**src/rtl/reorder_pkg.sv**
```systemverilog
// Shared definitions for the reorder FIFO read-side controller.
//   rd_state_t : read FSM state encoding (IDLE, DRAIN, FLUSH)
//   NBANK      : number of RAM banks (double buffered)
//   bank_depth : entries per bank for a given RAM address width
package reorder_pkg;

    localparam int NBANK = 2;

    typedef enum logic [1:0] {
        IDLE  = 2'd0,
        DRAIN = 2'd1,
        FLUSH = 2'd2
    } rd_state_t;

    // The address MSB selects the bank, so each bank holds 2**(aw-1) words.
    function automatic int bank_depth(input int aw);
        return 1 << (aw - 1);
    endfunction

endpackage

```
**src/rtl/reorder_rd_ctrl_if.sv**
```systemverilog
// Downstream valid/ready stream carrying drained RAM entries.
//   out_valid : entry valid (from producer)
//   out_ready : consumer accepts (from consumer)
//   out_data  : entry data
//   out_last  : final entry of the bank
// Handshake: a transfer happens on every rising edge where out_valid and
// out_ready are both high. Once out_valid is raised, out_valid, out_data and
// out_last hold stable until that transfer; out_ready may toggle freely.
interface reorder_rd_ctrl_if #(parameter int DW = 18) ();

    logic          out_valid;
    logic          out_ready;
    logic [DW-1:0] out_data;
    logic          out_last;

    modport master (
        output out_valid,
        output out_data,
        output out_last,
        input  out_ready
    );

    modport slave (
        input  out_valid,
        input  out_data,
        input  out_last,
        output out_ready
    );

endinterface

```
**src/rtl/reorder_rd_ctrl_rd_skid2.sv**
```systemverilog
// rd_skid2: two-entry synchronous FIFO of {last, data} that absorbs the RAM
// read latency and downstream backpressure.
//   clk, rst             : clock, synchronous active-high reset
//   push, push_last/data : write an entry (never pushed while full)
//   pop                  : drop the head entry (never popped while empty)
//   count                : number of stored entries (0..2)
//   head_last/head_data  : oldest entry; all-zero storage after reset
module rd_skid2 #(
    parameter int DW = 18
) (
    input  logic          clk,
    input  logic          rst,
    input  logic          push,
    input  logic          push_last,
    input  logic [DW-1:0] push_data,
    input  logic          pop,
    output logic [1:0]    count,
    output logic          head_last,
    output logic [DW-1:0] head_data
);

    logic [DW:0] mem [2];
    logic        wr_ptr;
    logic        rd_ptr;

    always_ff @(posedge clk) begin
        if (rst) begin
            mem[0] <= '0;
            mem[1] <= '0;
            wr_ptr <= 1'b0;
            rd_ptr <= 1'b0;
            count  <= 2'd0;
        end else begin
            if (push) begin
                mem[wr_ptr] <= {push_last, push_data};
                wr_ptr      <= ~wr_ptr;
            end
            if (pop) begin
                rd_ptr <= ~rd_ptr;
            end
            case ({push, pop})
                2'b10:   count <= count + 2'd1;
                2'b01:   count <= count - 2'd1;
                default: count <= count;
            endcase
        end
    end

    assign {head_last, head_data} = mem[rd_ptr];

endmodule

```
**src/rtl/reorder_rd_ctrl.sv**
```systemverilog
// reorder_rd_ctrl: read-side controller of the double-buffered reorder FIFO.
// Drains a filled bank in ascending address order onto a valid/ready stream,
// then returns the bank to the writer with a one-cycle bank_free pulse.
// Banks are drained strictly alternately, bank 0 first after reset.
//   clk, rst   : clock, synchronous active-high reset
//   bank_rdy   : per-bank pulse, writer has filled the bank
//   bank_free  : per-bank pulse, bank drained and returned
//   rd_addr    : RAM read address {bank, index}, combinational
//   rd_data    : RAM read data, one cycle after rd_addr
//   dn         : downstream stream (reorder_rd_ctrl_if.master)
//   err        : sticky protocol-error flag
//   state      : current FSM state, for observation
// Build option: define REORDER_RD_ERR_EN to enable err; otherwise err is 0.
module reorder_rd_ctrl
    import reorder_pkg::*;
#(
    parameter int DW = 18,
    parameter int AW = 7
) (
    input  logic                   clk,
    input  logic                   rst,
    input  logic [NBANK-1:0]       bank_rdy,
    output logic [NBANK-1:0]       bank_free,
    output logic [AW-1:0]          rd_addr,
    input  logic [DW-1:0]          rd_data,
    reorder_rd_ctrl_if.master      dn,
    output logic                   err,
    output rd_state_t              state
);

    localparam int NENT = bank_depth(AW);
    localparam int IW   = AW - 1;
    localparam logic [IW-1:0] LAST_IDX = IW'(NENT - 1);

    rd_state_t        state_q;
    rd_state_t        state_d;
    logic [NBANK-1:0] pending;
    logic             cur;
    logic [IW-1:0]    idx;
    logic             infl;
    logic             infl_last;

    logic             issue;
    logic             free_set;
    logic             credit;
    logic             xfer;
    logic             last_xfer;
    logic [2:0]       occ;
    logic [NBANK-1:0] cur_mask;
    logic [NBANK-1:0] clr;
    logic [NBANK-1:0] set;

    logic [1:0]       buf_count;
    logic             buf_last;
    logic [DW-1:0]    buf_data;
    logic             valid;

    // Output buffer; RAM data lands here the cycle after its read issues.
    rd_skid2 #(.DW(DW)) u_skid (
        .clk       (clk),
        .rst       (rst),
        .push      (infl),
        .push_last (infl_last),
        .push_data (rd_data),
        .pop       (xfer),
        .count     (buf_count),
        .head_last (buf_last),
        .head_data (buf_data)
    );

    assign valid        = (buf_count != 2'd0);
    assign dn.out_valid = valid;
    assign dn.out_data  = valid ? buf_data : '0;
    assign dn.out_last  = valid & buf_last;

    assign xfer      = valid & dn.out_ready;
    assign last_xfer = xfer & buf_last;

    // A slot is free if buffered plus in-flight entries leave room, or if an
    // entry leaves this cycle; this keeps one entry per clock under full flow.
    assign occ    = {1'b0, buf_count} + {2'b00, infl};
    assign credit = (occ < 3'd2) | xfer;

    assign rd_addr  = {cur, idx};
    assign cur_mask = cur ? 2'b10 : 2'b01;
    assign state    = state_q;

    // ---------------- FSM: state register ----------------
    always_ff @(posedge clk) begin
        if (rst) begin
            state_q <= IDLE;
        end else begin
            state_q <= state_d;
        end
    end

    // ---------------- FSM: next state ----------------
    always_comb begin
        state_d = state_q;
        case (state_q)
            IDLE:    if (pending[cur]) state_d = DRAIN;
            DRAIN:   if (credit && idx == LAST_IDX) state_d = FLUSH;
            FLUSH:   if (last_xfer) state_d = IDLE;
            default: state_d = IDLE;
        endcase
    end

    // ---------------- FSM: outputs ----------------
    always_comb begin
        issue    = 1'b0;
        free_set = 1'b0;
        case (state_q)
            // The buffer is always empty in IDLE, so no credit check needed.
            IDLE:    issue    = pending[cur];
            DRAIN:   issue    = credit;
            FLUSH:   free_set = last_xfer;
            default: ;
        endcase
    end

    // A bank is cleared on the edge its free pulse is launched; a bank_rdy on
    // that same edge re-arms it. Otherwise bank_rdy on a pending bank is ignored.
    assign clr = free_set ? cur_mask : '0;
    assign set = bank_rdy & (~pending | clr);

    always_ff @(posedge clk) begin
        if (rst) begin
            pending   <= '0;
            cur       <= 1'b0;
            idx       <= '0;
            infl      <= 1'b0;
            infl_last <= 1'b0;
            bank_free <= '0;
        end else begin
            pending   <= (pending & ~clr) | set;
            infl      <= issue;
            infl_last <= issue && (idx == LAST_IDX);
            bank_free <= clr;
            if (issue) begin
                idx <= idx + 1'b1;
            end
            if (free_set) begin
                cur <= ~cur;
                idx <= '0;
            end
        end
    end

`ifdef REORDER_RD_ERR_EN
    logic viol;

    assign viol = (|(bank_rdy & pending & ~clr)) | ((&bank_rdy) & (&pending));

    always_ff @(posedge clk) begin
        if (rst) begin
            err <= 1'b0;
        end else if (viol) begin
            err <= 1'b1;
        end
    end
`else
    assign err = 1'b0;
`endif

endmodule
```
**src/flat_wrapper.sv**
```systemverilog
// flat-port wrapper written by rule: the top's interface ports become plain ports
module reorder_rd_ctrl_flat import reorder_pkg::*;
#(
    parameter int DW = 18,
    parameter int AW = 7
)
  (clk, rst, bank_rdy, bank_free, rd_addr, rd_data, err, state, dn_out_valid, dn_out_data, dn_out_last, dn_out_ready);
  reorder_rd_ctrl_if #(.DW(DW)) dn_i ();
  input  logic clk;
  input  logic rst;
  input  logic [NBANK-1:0] bank_rdy;
  output logic [NBANK-1:0] bank_free;
  output logic [AW-1:0] rd_addr;
  input  logic [DW-1:0] rd_data;
  output logic err;
  output rd_state_t state;
  output wire logic [$bits(dn_i.out_valid)-1:0] dn_out_valid;
  output wire logic [$bits(dn_i.out_data)-1:0] dn_out_data;
  output wire logic [$bits(dn_i.out_last)-1:0] dn_out_last;
  input wire logic [$bits(dn_i.out_ready)-1:0] dn_out_ready;
  assign dn_out_valid = dn_i.out_valid;
  assign dn_out_data = dn_i.out_data;
  assign dn_out_last = dn_i.out_last;
  assign dn_i.out_ready = dn_out_ready;
  reorder_rd_ctrl #(.DW(DW), .AW(AW)) u_core (.clk(clk), .rst(rst), .bank_rdy(bank_rdy), .bank_free(bank_free), .rd_addr(rd_addr), .rd_data(rd_data), .dn(dn_i), .err(err), .state(state));
endmodule
```
**config.mk**
```make
export PLATFORM = sky130hd
export DESIGN_NAME = reorder_rd_ctrl_flat
export DESIGN_NICKNAME = d
export VERILOG_FILES = /design/src/rtl/reorder_pkg.sv /design/src/rtl/reorder_rd_ctrl_if.sv /design/src/rtl/reorder_rd_ctrl_rd_skid2.sv /design/src/rtl/reorder_rd_ctrl.sv /design/src/flat_wrapper.sv
export SDC_FILE = /design/constraint.sdc
export NUM_CORES = 1
export LEC_CHECK = 0
export BUFFER_PORTS_ARGS = -buffer_cell sky130_fd_sc_hd__buf_2
export CAP_MARGIN = 10
export CORE_ASPECT_RATIO = 1.75
export CORE_MARGIN = 3
export CORE_UTILIZATION = 50
export CTS_CLUSTER_SIZE = 25
export DETAILED_ROUTE_END_ITERATION = 16
export PLACE_DENSITY = 0.74
export REMOVE_ABC_BUFFERS = 1
export SLEW_MARGIN = 40
export SYNTH_ARGS = -nofsm -noshare
export SYNTH_HDL_FRONTEND = slang
export SYNTH_SLANG_ARGS = --single-unit
```
**constraint.sdc**
```tcl
create_clock -name clk -period 1.7 [get_ports clk]
set_input_delay 0.34 -clock clk [delete_from_list [all_inputs] [get_ports clk]]
set_output_delay 0.34 -clock clk [all_outputs]
set_load 0.05 [all_outputs]
```
==> impl_metrics.toml, run 1 <==
[run_status]
outcome = "complete, no violations"

[yosys]
synth_top_area_share_pct = 44.53
ys.flop_type = "edfxtp_1"
synth_edf_count = 38
synth_seq_area_share_pct = 60.16
synth_area_leaders = "edfxtp_1, dfxtp_1, and2_1"
synth-seq-cells = 58
synthArstFlopShare_pct = 0
ys_types = 34
yosysTopAreaCell = "edfxtp_1"
synth.yosys.warnings = 0
syn_area_per_cell_sq_um = 11.59
syn_area_sq_um = 2562
syn_inst = 221

[sta]
fin_crit_sh_pct = 99.44
setup_slack_ns = 0.009475
drv_slew = 0
max_slew_margin_pct = 62.95
fin_skew_ns = 0.006269
rsz0062_at_grt = "yes"
finalHoldViolations = 0
finalCriticalPeriod_ns = 1.691
worst_pin_slew_ns = 0.5540
fmax_ghz = 0.5915
setup_viol = 0

[floorplan]
initial_core_util_pct = 53.04
die_area_sq_um = 6054
rows = 33
core_area_sq_um = 4831
ioPinCount = 55
die_w_microns = 60.12
fp.dieH_microns = 100.7

[cts]
clockBufferDepth = 2
clkLatencyLatePin_ns = 0.33
cts_tree = "built"
cts_num_sinks = 58
clk_pin_slew_ns = 0.06
postCtsSetupBuffers = 0
cts_root_buf = "clkbuf_8"
h-tree-depth = 3
numCtsBuffers = 9

[placed_design]
dpl_worst_slack_ns = 0.006696
io_buffers = 53
place_congestion = 0.7326
place_inst = 323
dp_hpwl_microns = 3316

[detailed_routing]
vias = 1781
detail_route.wl_per_cell_microns = 14.61
drtIter0Drc = 41
vias_per_cell = 5.238
antenna_left = 0
drt_pass1_iterations = 4
drc = 0
routed_wirelength_microns = 4969

[worst_setup_path]
slowest_stage = "dfxtp_4"
setup.worst_path.end_class = "primary output"
path_cells = "clkbuf_16 > mux2i_1 > nor2_1 > buf_6"
rr_startpoint = "u_core.u_skid.count[0]$_SDFFE_PP0P_"
path_class = "reg -> out"
start_kind = "flop"
critPathMaxFanout = 7
cp.arrival_ns = 1.35
cp_slowest_stage_delay_ns = 0.40
required_ns = 1.36

[grt]
grt_pass1_wl_microns = 7410
grt_max_degree = 21
grt_pass1_vias = 1706
grt-ovfl-total = 0
grt_use_total_pct = 16.80
antenna_found_initial = 0

[power]
powerDensity_nw_per_um2 = 1404
peakVddDrop_mv = 1.124
p_leak_nw = 1.352

[worst_hold_path]
hold_path_class = "in -> reg"
min_from = "bank_rdy[0]"

[layout]
area_growth_pct = 29.10
layout-drive-gt1-share_pct = 31.25
layoutNonFillerInstCount = 340
fin_util_pct = 68.48
antenna_cells = 0
layout.nets = 308

[run]
maxCapViolations = 0
-- through the flow --
stage	TNS [ns]	total power [mW]	hold WS (ns)	instance area, sq um
floorplan	-11.89	2.741	0.4091	2490
global placement	0	3.159	0.4821	2935
detailed placement	0	3.186	0.4992	2935
CTS	0	4.478	0.2521	3171
global route	-0.09822	4.839	0.2792	3308
finish	0	4.646	0.2572	3308
-- synthesized netlist by cell type, types with 2 or more instances --
| cell | count |
|---|---|
| or3_1 | 3 |
| clkbuf_1 | 6 |
| and2_1 | 38 |
| or3_2 | 2 |
| nor2_1 | 31 |
| nor3_1 | 4 |
| xnor2_1 | 4 |
| a21oi_1 | 7 |
| mux2i_1 | 20 |
| edfxtp_1 | 38 |
| xor2_1 | 2 |
| inv_1 | 8 |
| buf_6 | 2 |
| ha_1 | 2 |
| nor2b_1 | 2 |
| buf_4 | 3 |
| nand3_1 | 4 |
| dfxtp_1 | 20 |
| o21ai_0 | 10 |
-- critical path, delay by kind of cell, from the launching register on --
family | cells | cell delay [ns]
buffers and inverters | 2 | 0.32
flip-flops | 1 | 0.40
multiplexers | 1 | 0.21
AND/OR/NAND/NOR | 1 | 0.08
-- cells in the final DEF (no fill, tap or decap), types with 3 or more instances in the layout --
master,n
a21oi_1,6
and2_1,38
buf_12,3
buf_2,34
buf_4,10
buf_6,15
clkbuf_8,11
dfxtp_1,17
edfxtp_1,38
inv_1,8
mux2i_1,18
nand3_1,4
nor2_1,30
o21ai_0,9
or3_1,3
xnor2_1,4
-- cells by family after synthesis --
group	after synthesis	synth area share, %
xor gates and xnor gates	6	2.051
DFF	58	60.16
other	1	0.1463
muxes	21	8.398
and+or+nand+nor	92	19.43
buffers and inverters	20	4.004
AOI/OAI and AO/OA	21	4.834
adders and majority gates	2	0.9764
-- report_power, final --
group	leakage, nW	switching, mW	internal, mW	total, mW
clock network	0.101	0.496	0.750	1.25
registers	0.564	0.108	1.65	1.76
logic	0.687	1.00	0.638	1.64
-- area by class of cell --
class,count,area [sq um]
clock inverters,3,38.79
flip-flops and latches,58,1548
fillers,376,1523
inverters,8,30.03
clock buffers,13,158.9
repair buffers,63,499.2
well taps,52,65.06
multi-input cells,143,968.4
-- flip-flops by register name, summed over array words and instances (netlist names), named ones only --
name and flops:
u_core.u_skid.rd_ptr 1, u_core.cur 1, u_core.u_skid.wr_ptr 1, u_core.infl_last 1, u_core.idx 6, u_core.bank_free 2
u_core.infl 1, u_core.u_skid.mem 38, u_core.pending 2, u_core.state 2, u_core.u_skid.count 2
-- repair_timing --
action,in CTS,in global routing
hold buffers,0,0
resized for setup,15,39
setup endpoints to repair,20,24
pin swaps,0,1
cloned,0,1
-- path summary, 6_finish.rpt --
check / endpoint / slack [ns] / cells after the start
max: dn_out_data[15] / 0.009 / 4
max reg2reg: u_core.u_skid.count[1]$_SDFFE_PP0P_ / 0.11 / 5
min reg2reg: u_core.idx[4]$_SDFFE_PP0P_ / 0.50 / 2
min: u_core.pending[0]$_SDFF_PP0_ / 0.26 / 3
-- metal layers --
metal / GRT usage, % / share of wire, % / wire [microns]
met5: 0 / 0 / 0
met4: 10.24 / 2.2 / 108
met3: 3.077 / 4.5 / 226
met2: 30.08 / 55 / 2749
met1: 17.12 / 38 / 1885
Note: power is estimated with default switching activity, not from simulation.
==> run 2: changes to the inputs <==
--- a/config.mk
+++ b/config.mk
@@ -12,7 +12,7 @@
 export CORE_UTILIZATION = 50
 export CTS_CLUSTER_SIZE = 25
 export DETAILED_ROUTE_END_ITERATION = 16
-export PLACE_DENSITY = 0.74
+export PLACE_DENSITY = 0.83
 export REMOVE_ABC_BUFFERS = 1
 export SLEW_MARGIN = 40
 export SYNTH_ARGS = -nofsm -noshare
==> impl_metrics.toml, run 2 (synthesis gave the netlist of run 1 again) <==
[run_status]
outcome = "finished, violations left"
violations = "negative setup slack"

[grt]
grt_pass1_vias = 1786
grt-ovfl-total = 0
grt_use_total_pct = 17.42
grt_pass1_wl_microns = 7803
grt_max_degree = 21
antenna_found_initial = 0

[cts]
clockBufferDepth = 2
h-tree-depth = 3
cts_root_buf = "clkbuf_8"
cts_tree = "built"
postCtsSetupBuffers = 0
clkLatencyLatePin_ns = 0.32
cts_num_sinks = 58
ctsHoldBuffers = 0
numCtsBuffers = 9
clk_pin_slew_ns = 0.06

[layout]
area_growth_pct = 27.98
antenna_cells = 0
largest_registers = "u_core.u_skid.mem x38, u_core.idx x6"
layout.nets = 309
fin_util_pct = 67.88
layout-drive-gt1-share_pct = 30.21
design_area_sq_um = 3279
regMostFlops = "u_core.u_skid.mem"
largest_reg_flops = 38
final_cell_mix = "and2_1, edfxtp_1, buf_2"

[placed_design]
dp_hpwl_microns = 3531
placed_area_sq_um = 2943
io_buffers = 53
place_congestion = 0.7751
dpl_worst_slack_ns = -0.03198

[sta]
fin_crit_sh_pct = 100.1
rsz0062_at_grt = "yes"
setup_slack_ns = -0.002432
drv_slew = 0
fin_skew_ns = 0.007077
max_slew_margin_pct = 60.51
setup_viol = 1
worst_pin_slew_ns = 0.5904
fmax_ghz = 0.5874
finalCriticalPeriod_ns = 1.702
finalHoldViolations = 0

[worst_setup_path]
cp_slowest_stage_delay_ns = 0.40
path_class = "reg -> out"
cp_top_family = "flip-flops"
reg2reg_depth = 4
path_cells = "buf_12 > mux2i_1 > nor2_1 > buf_4"
cp.depth = 4
start_kind = "flop"
crit_end = "dn_out_data[0]"
slowest_stage = "dfxtp_4"
rrSetupSlack_ns = 0.11
setup.worst_path.end_class = "primary output"
cp.arrival_ns = 1.36
r2r_end = "u_core.idx[4]$_SDFFE_PP0P_"
required_ns = 1.36
critPathMaxFanout = 8
rr_startpoint = "u_core.u_skid.count[0]$_SDFFE_PP0P_"
path_buf_inv = 2

[floorplan]
die_w_microns = 60.12
die_area_sq_um = 6054
initial_core_util_pct = 53.04
core_area_sq_um = 4831
ioPinCount = 55
fp.dieH_microns = 100.7
rows = 33

[detailed_routing]
drt_pass1_iterations = 4
drtIter0Drc = 32
routed_wirelength_microns = 5010
vias_per_cell = 5.197
antenna_left = 0
detail_route.wl_per_cell_microns = 14.74
drc = 0
vias = 1767

[power]
peakVddDrop_mv = 1.136
powerDensity_nw_per_um2 = 1374
p_leak_nw = 1.341

[worst_hold_path]
hold_path_class = "in -> reg"

[run]
maxCapViolations = 0
==> run 2: changes by cell type in the layout (fill, tap and decap cells not counted), moves of 2 or more <==
cell / delta
clkinv_1: +4
clkbuf_8: -2
buf_6: -2
buf_4: +3
clkbuf_1: -2
==> run 2: layout make-up <==
type,instances,area [sq um]
Inverter,8,30.03
Clock buffer,9,123.9
Sequential cell,58,1548
Timing Repair Buffer,64,499.2
Clock inverter,6,48.80
Multi-Input combinational cell,143,964.7
Fill cell,363,1551
Tap cell,52,65.06
==> run 2: worst min path at each step <==
stage / from / endpoint / slack, ns / depth (start not counted)
2_1_floorplan: rst / u_core.state[1]$_SDFFE_PP0P_ / 0.41 / 1
3_3_place_gp: u_core.idx[4]$_SDFFE_PP0P_ / u_core.idx[4]$_SDFFE_PP0P_ / 0.48 / 2
3_5_place_dp: u_core.idx[3]$_SDFFE_PP0P_ / u_core.idx[3]$_SDFFE_PP0P_ / 0.51 / 2
4_1_cts: rst / flop / 0.26 / 2
5_1_grt: bank_rdy[0] / u_core.pending[0]$_SDFF_PP0_ / 0.27 / 3
6_report: bank_rdy[0] / u_core.pending[0]$_SDFF_PP0_ / 0.28 / 3
==> run 2: per-stage QoR <==
| step | setup TNS [ns] | power (mW) | hold WS (ns) | instances |
|---|---|---|---|---|
| floorplan | -11.89 | 2.741 | 0.4091 | 209 |
| global placement | 0 | 3.154 | 0.4809 | 324 |
| detailed placement | -0.03198 | 3.194 | 0.5088 | 324 |
| CTS | 0 | 4.391 | 0.2632 | 339 |
| global route | -0.1918 | 4.715 | 0.2696 | 340 |
| finish | -0.002432 | 4.505 | 0.2782 | 340 |
==> run 2: tightest hold or removal path, delay by kind of cell <==
| kind | cells | cell delay, ns |
|---|---|---|
| buffers and inverters | 2 | 0.12 |
| AO/OA/AOI/OAI | 1 | 0.07 |
==> run 2: timing repair <==
item / CTS / global route
resized for setup: 22 / 22
pin swaps: 0 / 0
cloned: 0 / 1
endpoints found under the setup margin: 20 / 22
==> run 2: per-layer routing <==
layer | wire length (microns) | vias to the layer above | GRT usage, % | part of all wire, %
met1 | 1903 | 826 | 17.35 | 38
met5 | 0 | - | 0 | 0
met2 | 2779 | 48 | 31.33 | 55
met4 | 51 | 0 | 8.020 | 1.0
met3 | 276 | 4 | 5.513 | 5.5
li1 | - | 889 | - | -
==> run 2: power by group <==
part	switching, mW	internal (mW)
registers	0.104	1.65
clock network	0.476	0.643
logic	1.00	0.631
==> run 3: changes to the inputs <==
--- a/config.mk
+++ b/config.mk
@@ -9,7 +9,7 @@
 export CAP_MARGIN = 10
 export CORE_ASPECT_RATIO = 1.75
 export CORE_MARGIN = 3
-export CORE_UTILIZATION = 50
+export CORE_UTILIZATION = 48
 export CTS_CLUSTER_SIZE = 25
 export DETAILED_ROUTE_END_ITERATION = 16
 export PLACE_DENSITY = 0.83
==> constraint.sdc (replaced) <==
create_clock -name clk -period 1.5 [get_ports clk]
set_input_delay 0.3 -clock clk [delete_from_list [all_inputs] [get_ports clk]]
set_output_delay 0.3 -clock clk [all_outputs]
set_load 0.05 [all_outputs]
==> impl_metrics.toml, run 3 (synthesis gave the netlist of run 1 again) <==
[worst_hold_path]
hold_path_class = "in -> reg"
min_delay_worst_endpoint = "u_core.pending[0]$_SDFF_PP0_"
min_from = "bank_rdy[0]"
min_path_cells = 3

[placed_design]
dp_hpwl_microns = 3439
place_congestion = 0.8227
dpl_worst_slack_ns = -0.03672
place_inst = 334
io_buffers = 53

[detailed_routing]
vias_per_cell = 5.279
drc = 0
vias = 1853
drt_pass1_iterations = 4
antenna_left = 0
routed_wirelength_microns = 5679
detail_route.wl_per_cell_microns = 16.18
drtIter0Drc = 58

[sta]
rsz0062_at_grt = "yes"
finalHoldViolations = 0
finalCriticalPeriod_ns = 1.646
fmax_ghz = 0.6074
fin_skew_ns = 0.006541
fin_crit_sh_pct = 109.8
setup_slack_ns = -0.1463
drv_slew = 0
finalSetupTns_ns = -2.453
setup_viol = 23

[floorplan]
rows = 34
die_area_sq_um = 6286
ioPinCount = 55
fp.dieH_microns = 102.7
initial_core_util_pct = 50.62
core_area_sq_um = 5062
die_w_microns = 61.23

[worst_setup_path]
path_cells = "buf_16 > mux2i_4 > nor2_2 > buf_6"
setup.worst_path.end_class = "primary output"
cp_slowest_stage_delay_ns = 0.40
reg2reg_depth = 4
critPathMaxFanout = 9
r2r_end = "u_core.idx[4]$_SDFFE_PP0P_"
rr_startpoint = "u_core.u_skid.count[1]$_SDFFE_PP0P_"
rrSetupSlack_ns = -0.05
slowest_stage = "dfxtp_4"
start_kind = "flop"
path_class = "reg -> out"
cp.arrival_ns = 1.35
required_ns = 1.20

[layout]
layout.nets = 317
register_area_sq_um = 1550
antenna_cells = 0
regMostFlops = "u_core.u_skid.mem"
area_growth_pct = 34.52
fin_util_pct = 68.09
largest_registers = "u_core.u_skid.mem x38, u_core.idx x6"
multi_input_area_sq_um = 998.5
layout-drive-gt1-share_pct = 38.05
layoutNonFillerInstCount = 351
fill_cells = 346
largest_reg_flops = 38
final_cell_mix = "and2_1, edfxtp_1, buf_2"

[grt]
grt_use_total_pct = 18.59
grt_pass1_vias = 1866
antenna_found_initial = 0
grt-ovfl-total = 0
grt_pass1_wl_microns = 8266
grt_max_degree = 21

[cts]
cts_root_buf = "clkbuf_8"
numCtsBuffers = 9
clk_pin_slew_ns = 0.07
clockBufferDepth = 2
cts_tree = "built"
h-tree-depth = 3
cts_num_sinks = 58
clkLatencyLatePin_ns = 0.33
ctsHoldBuffers = 0

[power]
peakVddDrop_mv = 0.8635
powerDensity_nw_per_um2 = 1599
p_leak_nw = 1.396

[run_status]
violations = "negative setup slack"
outcome = "finished, violations left"

[run]
maxCapViolations = 0
## run 3: cell types whose count changed in the layout (fill, tap and decap cells not counted), sizes merged
cell / delta
clkinvlp: +3
clkbuf: +1
buf: +8
clkinv: -3
## run 3: worst max-delay path by stage
| stage | depth (start not counted) | startpoint | slack [ns] | end |
|---|---|---|---|---|
| 2_1_floorplan | 2 | flop | -0.59 | dn_out_last |
| 3_3_place_gp | 4 | u_core.u_skid.count[0]$_SDFFE_PP0P_ | 0.04 | u_core.idx[3]$_SDFFE_PP0P_ |
| 3_5_place_dp | 4 | u_core.u_skid.count[0]$_SDFFE_PP0P_ | -0.04 | u_core.idx[4]$_SDFFE_PP0P_ |
| 4_1_cts | 5 | u_core.u_skid.count[0]$_SDFFE_PP0P_ | -0.16 | dn_out_data[13] |
| 5_1_grt | 5 | u_core.u_skid.count[0]$_SDFFE_PP0P_ | -0.21 | dn_out_data[12] |
| 6_report | 4 | flop | -0.15 | dn_out_data[5] |
## run 3: timing repair
item                                    CTS  global route
gates resized for setup                  40            28
pin swaps                                 1             0
endpoints found under the setup margin   24            49
buffers inserted                          0             0
gates cloned                              1             0
endpoints found under the hold margin     0             0
## run 3: through the flow
stage,hold WS [ns],power [mW],cell area [sq um]
6_report,0.2192,5.512,3447
5_1_grt,0.2187,5.756,3447
4_1_cts,0.2012,5.396,3358
3_5_place_dp,0.4960,3.677,3005
3_3_place_gp,0.4839,3.631,3005
2_1_floorplan,0.3691,3.106,2490
## run 3: worst max-delay path, delay by kind of cell (launching register included)
family	cells	cell delay, ns
buf+inv	2	0.30
flops	1	0.40
mux	1	0.25
simple gates	1	0.06
## run 3: final cells by class
class	instances	share of cell area, %
clock buffers	10	3.993
clock inverters	6	1.924
inverters	8	0.8711
multi-input cells	143	28.97
flip-flops and latches	58	44.97
well taps	54	1.960
repair buffers	72	17.31
## run 3: per-layer routing
layer / wire (microns) / global-route usage (%) / vias to the layer above / share of wire (%)
li1: - / - / 898 / -
met1: 1947 / 16.73 / 889 / 34
met2: 3324 / 35.24 / 56 / 59
met3: 276 / 5.764 / 10 / 4.9
met4: 130 / 8.848 / 0 / 2.3
met5: 0 / 0 / - / 0
## run 3: power by group
part / switching [mW] / internal, mW / total [mW]
registers: 0.112 / 1.87 / 1.98
clock network: 0.620 / 0.811 / 1.43
logic: 1.25 / 0.853 / 2.10
